**src/rtl/wfg_interconnect_pkg.sv**
```systemverilog
// Shared types and constants for the waveform-generator Wishbone interconnect.
package wfg_interconnect_pkg;

  typedef enum logic [1:0] {
    ST_IDLE = 2'd0,
    ST_FWD  = 2'd1,
    ST_RESP = 2'd2,
    ST_ERR  = 2'd3
  } ic_state_t;

  localparam int unsigned NULL_PAGE = 0;
  localparam int unsigned ERR_CNT_W = 8;

  function automatic logic [ERR_CNT_W-1:0] sat_inc(input logic [ERR_CNT_W-1:0] v);
    if (v == {ERR_CNT_W{1'b1}}) begin
      sat_inc = v;
    end else begin
      sat_inc = v + ERR_CNT_W'(1);
    end
  endfunction

endpackage

```
**src/rtl/wfg_wb_addr_decode.sv**
```systemverilog
// Page decoder: slave i owns page NULL_PAGE+1+i; anything else is a miss.
module wfg_wb_addr_decode
  import wfg_interconnect_pkg::*;
#(
  parameter int BUSW       = 32,
  parameter int NUM_SLAVES = 3,
  parameter int PAGE_BITS  = 4
) (
  input  logic [BUSW-PAGE_BITS-1:0] page,
  output logic [NUM_SLAVES-1:0]     hit,
  output logic                      miss
);

  localparam int PW = BUSW - PAGE_BITS;

  // Full-width page compare so high address bits never alias onto a slave.
  always_comb begin
    hit = '0;
    for (int i = 0; i < NUM_SLAVES; i++) begin
      hit[i] = (page == PW'(NULL_PAGE + 1 + i));
    end
    miss = ~|hit;
  end

endmodule

```
**src/rtl/wfg_wb_interconnect.sv**
```systemverilog
// Wishbone classic single-master to N-slave interconnect with bus errors,
// ack timeout, cycle abort and error address/count capture.
module wfg_wb_interconnect
  import wfg_interconnect_pkg::*;
#(
  parameter int BUSW       = 32,
  parameter int NUM_SLAVES = 3,
  parameter int PAGE_BITS  = 4,
  parameter int TIMEOUT    = 255
) (
  input  logic                         io_wbs_clk,
  input  logic                         io_wbs_rst,
  input  logic [BUSW-1:0]              io_wbs_adr,
  input  logic [BUSW-1:0]              io_wbs_datwr,
  input  logic                         io_wbs_we,
  input  logic                         io_wbs_stb,
  input  logic                         io_wbs_cyc,
  output logic [BUSW-1:0]              io_wbs_datrd,
  output logic                         io_wbs_ack,
  output logic                         io_wbs_err,
  output logic [NUM_SLAVES-1:0]        wbs_stb_o,
  output logic                         wbs_cyc_o,
  output logic                         wbs_we_o,
  output logic [PAGE_BITS-1:0]         wbs_adr_o,
  output logic [BUSW-1:0]              wbs_dat_o,
  input  logic [NUM_SLAVES-1:0]        wbs_ack_i,
  input  logic [NUM_SLAVES*BUSW-1:0]   wbs_dat_i,
  output logic [BUSW-1:0]              err_addr_o,
  output logic [ERR_CNT_W-1:0]         err_cnt_o
);

  localparam int CNT_W = (TIMEOUT > 0) ? $clog2(TIMEOUT + 1) : 1;

  ic_state_t              state_r;
  logic [NUM_SLAVES-1:0]  stb_r;
  logic                   cyc_r;
  logic                   we_r;
  logic [BUSW-1:0]        adr_r;
  logic [BUSW-1:0]        dat_r;
  logic [BUSW-1:0]        datrd_r;
  logic                   ack_r;
  logic                   err_r;
  logic [BUSW-1:0]        err_addr_r;
  logic [ERR_CNT_W-1:0]   err_cnt_r;
  logic [CNT_W-1:0]       cnt_r;

  logic [NUM_SLAVES-1:0]  hit_s;
  logic                   miss_s;
  logic                   ack_sel_s;
  logic [BUSW-1:0]        dat_sel_s;
  logic                   timeout_hit_s;

  wfg_wb_addr_decode #(
    .BUSW       (BUSW),
    .NUM_SLAVES (NUM_SLAVES),
    .PAGE_BITS  (PAGE_BITS)
  ) u_decode (
    .page (io_wbs_adr[BUSW-1:PAGE_BITS]),
    .hit  (hit_s),
    .miss (miss_s)
  );

  // stb_r is one-hot while forwarding, so it doubles as the response select.
  always_comb begin
    dat_sel_s = '0;
    for (int i = 0; i < NUM_SLAVES; i++) begin
      dat_sel_s = dat_sel_s | (wbs_dat_i[i*BUSW +: BUSW] & {BUSW{stb_r[i]}});
    end
  end

  assign ack_sel_s     = |(wbs_ack_i & stb_r);
  assign timeout_hit_s = (TIMEOUT != 0) && (cnt_r == CNT_W'(TIMEOUT));

  // Transaction FSM; every output is a register updated here.
  always_ff @(posedge io_wbs_clk or posedge io_wbs_rst) begin
    if (io_wbs_rst) begin
      state_r    <= ST_IDLE;
      stb_r      <= '0;
      cyc_r      <= 1'b0;
      we_r       <= 1'b0;
      adr_r      <= '0;
      dat_r      <= '0;
      datrd_r    <= '0;
      ack_r      <= 1'b0;
      err_r      <= 1'b0;
      err_addr_r <= '0;
      err_cnt_r  <= '0;
      cnt_r      <= '0;
    end else begin
      ack_r <= 1'b0;
      err_r <= 1'b0;
      case (state_r)
        ST_IDLE: begin
          if (io_wbs_cyc && io_wbs_stb) begin
            adr_r <= io_wbs_adr;
            we_r  <= io_wbs_we;
            dat_r <= io_wbs_datwr;
            cnt_r <= '0;
            if (miss_s) begin
              state_r    <= ST_ERR;
              err_r      <= 1'b1;
              err_addr_r <= io_wbs_adr;
              err_cnt_r  <= sat_inc(err_cnt_r);
            end else begin
              state_r <= ST_FWD;
              stb_r   <= hit_s;
              cyc_r   <= 1'b1;
            end
          end
        end
        ST_FWD: begin
          // Abort beats ack, and ack beats a simultaneous timeout.
          if (!io_wbs_cyc) begin
            state_r <= ST_IDLE;
            stb_r   <= '0;
            cyc_r   <= 1'b0;
          end else if (ack_sel_s) begin
            state_r <= ST_RESP;
            datrd_r <= dat_sel_s;
            ack_r   <= 1'b1;
            stb_r   <= '0;
            cyc_r   <= 1'b0;
          end else if (timeout_hit_s) begin
            state_r    <= ST_ERR;
            err_r      <= 1'b1;
            err_addr_r <= adr_r;
            err_cnt_r  <= sat_inc(err_cnt_r);
            stb_r      <= '0;
            cyc_r      <= 1'b0;
          end else begin
            cnt_r <= cnt_r + CNT_W'(1);
          end
        end
        ST_RESP: begin
          state_r <= ST_IDLE;
        end
        ST_ERR: begin
          state_r <= ST_IDLE;
        end
        default: begin
          state_r <= ST_IDLE;
          stb_r   <= '0;
          cyc_r   <= 1'b0;
        end
      endcase
    end
  end

  assign io_wbs_datrd = datrd_r;
  assign io_wbs_ack   = ack_r;
  assign io_wbs_err   = err_r;
  assign wbs_stb_o    = stb_r;
  assign wbs_cyc_o    = cyc_r;
  assign wbs_we_o     = we_r;
  assign wbs_adr_o    = adr_r[PAGE_BITS-1:0];
  assign wbs_dat_o    = dat_r;
  assign err_addr_o   = err_addr_r;
  assign err_cnt_o    = err_cnt_r;

endmodule

```
**config.mk**
```make
export PLATFORM = sky130hd
export DESIGN_NAME = wfg_wb_interconnect
export DESIGN_NICKNAME = d
export VERILOG_FILES = /design/src/rtl/wfg_interconnect_pkg.sv /design/src/rtl/wfg_wb_addr_decode.sv /design/src/rtl/wfg_wb_interconnect.sv
export SDC_FILE = /design/constraint.sdc
export NUM_CORES = 1
export LEC_CHECK = 0
export BUFFER_PORTS_ARGS = -buffer_cell sky130_fd_sc_hd__buf_2
export CELL_PAD_IN_SITES_DETAIL_PLACEMENT = 1
export CELL_PAD_IN_SITES_GLOBAL_PLACEMENT = 1
export CORE_UTILIZATION = 41
export CTS_BUF_LIST = sky130_fd_sc_hd__clkbuf_8
export DETAILED_ROUTE_END_ITERATION = 16
export PLACE_DENSITY_LB_ADDON = 0.3
export RECOVER_POWER = 100
export REMOVE_ABC_BUFFERS = 1
export SYNTH_ARGS = -nofsm -noshare
export SYNTH_HDL_FRONTEND = slang
export SYNTH_HIERARCHICAL = 1
export SYNTH_SLANG_ARGS = --single-unit
export TNS_END_PERCENT = 10
```
**constraint.sdc**
```tcl
create_clock -name io_wbs_clk -period 10.43 [get_ports io_wbs_clk]
set_clock_uncertainty 0.15 [all_clocks]
set_input_delay 2.6075 -clock io_wbs_clk [delete_from_list [all_inputs] [get_ports io_wbs_clk]]
set_output_delay 2.6075 -clock io_wbs_clk [all_outputs]
set_load 0.1 [all_outputs]
```
==> reports/metrics.yaml <==
global_route:
  first_global_vias: 5864
  track_usage_pct: 23.5
  antenna_found_initial: 1
  grt_max_degree: 82
  grt_pass1_wl_um: 30100
  gr-total-overflow: 0
finish:
  fillers: 1812
  syn_to_final_growth_pct: 26.8
  seq_area_sq_um: 3830
  drive_gt1_share_pct: 32.6
  final_util_pct: 53.7
  multi_input_area_sq_um: 2700
  layout.nets: 998
clock_network:
  clk_path_buf_depth: 2
  h-tree-depth: 4
  clk_latency_ns: 0.44
  path_clk_slew_ns: 0.08
  cts_tree: "done"
  cts_resized: 0
  cts-hold-fix-buffers: 0
  cts_setup_buffers: 0
  cts_buffers: 17
  cts_root_buf: "clkbuf_8"
  cts.sinks: 153
placed_design:
  dp_hpwl_um: 14800
  place_congestion: 0.751
  io_buffer_count: 282
die:
  die_w_um: 131
  core_sq_um: 16000
  rows: 46
  die_area_sq_um: 17000
  io_pins: 283
  initial_core_util_pct: 42.4
  die_h_um: 131
synth:
  seq_area_frac_synth_pct: 56.5
  synth_top_cell_area_share_pct: 56.5
  synth.distinct_cells: 50
  ys_top_cells_by_count: "153 x dfrtp_1, 67 x mux2_2, 39 x nor2_1"
  ys_warn_count: 6
  ys_seq_elements: 153
  synth_ff_type: "dfrtp_1"
  yosys.area.top_type: "dfrtp_1"
  post_synth.cell_area_avg_sq_um: 11.9
  yosys.area_share.adder_pct: 0.369
  synth_mux_area_share_pct: 15.9
  synth-edff-count: 0
  post-synth-top-count-cell: "dfrtp_1"
  synth_top_family_by_area: "multiplexers"
  synthTopCellsByArea: "dfrtp_1 56%, mux2_2 11%, a222oi_1 4.9%"
  syn_inst: 568
  synthSimpleGateAreaFrac_pct: 7.51
  synth_xor_area_share_pct: 0.775
  ys_async_sr_fraction_pct: 100
  synth_compound_area_share_pct: 15.4
  syn_area_sq_um: 6780
timing:
  hold_violations: 0
  worstMarginPinSlew_ns: 3.72
  setup_viol: 0
  fmax_ghz: 0.150
  slew-limit-headroom_pct: -148
  rsz0062_at_grt: "no"
  final.setup.tns_ns: 0
  fin_crit_sh_pct: 63.8
  report.final.slew_viol_count: 250
  finalCriticalPeriod_ns: 6.65
power:
  power.share.clock_pct: 24.0
  switching_power_mw: 1.03
  peakVddDrop_mv: 0.154
  power_leakage_nw: 3.96
  p_seq_share_pct: 35.6
  switching_share_pct: 47.2
  power.density_nw_per_um2: 253
  power_frac_comb_pct: 40.4
  internal_power_mw: 1.15
route:
  wl_um: 20300
  vias: 5796
  dr.pass1.iters: 6
  drc: 0
  wl_per_cell_um: 19.2
  vias_per_cell: 5.48
  drtIter0Drc: 288
  ant_nets: 0
outcome:
  violations: "capacitance limit, slew limit"
  status: "finished, violations left"
flow_run:
  cap_violations: 4
critical_path:
  crit_chain: "buf_2, nor4_1, nand4_1, or4_1, a21o_1, nand2_1, or2_0, o21ai_0"
  end_kind: "flip-flop"
  reg2reg_depth: 5
  crit_slowest_cell: "or2_0"
  critPathLaunchType: "primary input"
  worstSetupPathType: "primary input to flip-flop"
  slowest_delay_ns: 1.35
  required_ns: 10.51
  arrival_ns: 6.74
  critPathMaxFanout: 35
hold_path:
  worst_hold_path_type: "flip-flop to flip-flop"
  whs_path_depth: 1
## state kept, by name, indices dropped and copies added, names as in the netlist
signal,count
state_r,2
wbs_stb_o,3
wbs_we_o,1
adr_r,32
io_wbs_ack,1
wbs_cyc_o,1
wbs_dat_o,32
io_wbs_err,1
err_addr_o,32
err_cnt_o,8
io_wbs_datrd,32
cnt_r,8
## power by group through the flow
stage | sequential, mW | clock (mW) | combinational, mW
2_1_floorplan | 1.35 | 0 | 0.151
3_3_place_gp | 0.774 | 0 | 0.896
3_5_place_dp | 0.784 | 0 | 0.912
4_1_cts | 0.773 | 0.535 | 0.913
5_1_grt | 0.789 | 0.560 | 0.914
6_report | 0.774 | 0.521 | 0.880
## critical path, delay by kind of cell
kind	cells	cell delay, ns
buffers and inverters	1	0.11
AOI/OAI and AO/OA	2	0.54
and+or+nand+nor	5	3.46
## metal layers
metal  GRT usage, %  share of wire (%)
met1           26.2                 38
met2           42.7                 53
met3           6.15                7.0
met4           9.13                2.0
met5              0                  0
## path summary, 6_finish.rpt
path / startpoint / endpoint / slack (ns)
worst max register to register: state_r[1] / wbs_stb_o[0] / 6.11
worst min-delay path: err_cnt_o[6] / err_cnt_o[6] / 0.36
worst max-delay path: io_wbs_adr[10] / err_addr_o[17] / 3.78
worst min register to register: err_cnt_o[6] / err_cnt_o[6] / 0.36
min in group asynchronous: io_wbs_rst / wbs_dat_o[21] / 3.06
max in group asynchronous: io_wbs_rst / cnt_r[3] / 4.93
## cell type report
class	count	share of cell area [%]
sequential	153	44.6
multi-input combinational	362	31.4
timing repair buffer	289	15.2
clock buffer	20	3.20
tap	216	3.15
clock inverter	11	2.24
inverter	5	0.233
antenna	1	0.0291
## placed cells by master (no fill, tap or decap), drive strengths merged, types with 8 or more instances in the layout
cell / netlist / routed
buf: 26 / 168
dfrtp: 153 / 153
clkbuf: 22 / 141
o21ai: 68 / 68
mux2: 67 / 67
nor2: 39 / 39
a21oi: 34 / 34
a222oi: 33 / 33
mux2i: 32 / 32
nand2: 11 / 11
nor4: 11 / 11
nand3: 8 / 8
## stage by stage
step	cell area [sq um]	hold WS (ns)	setup WS, ns	cells	power [mW]
final	8590	0.355	3.78	1057	2.18
after global placement	8300	0.327	4.02	1025	1.67
after detailed placement	8300	0.336	3.82	1025	1.70
after CTS	8770	0.354	4.26	1056	2.22
after floorplan	6550	0.330	3.37	520	1.50
after global routing	8590	0.372	3.44	1057	2.26
## logic make-up after synthesis
| group | after synthesis |
|---|---|
| mux | 99 |
| buf+inv | 53 |
| fa+ha+maj | 2 |
| xor+xnor | 6 |
| flops | 153 |
| simple gates | 98 |
| compound gates | 157 |
Note: power is estimated with default switching activity, not from simulation.
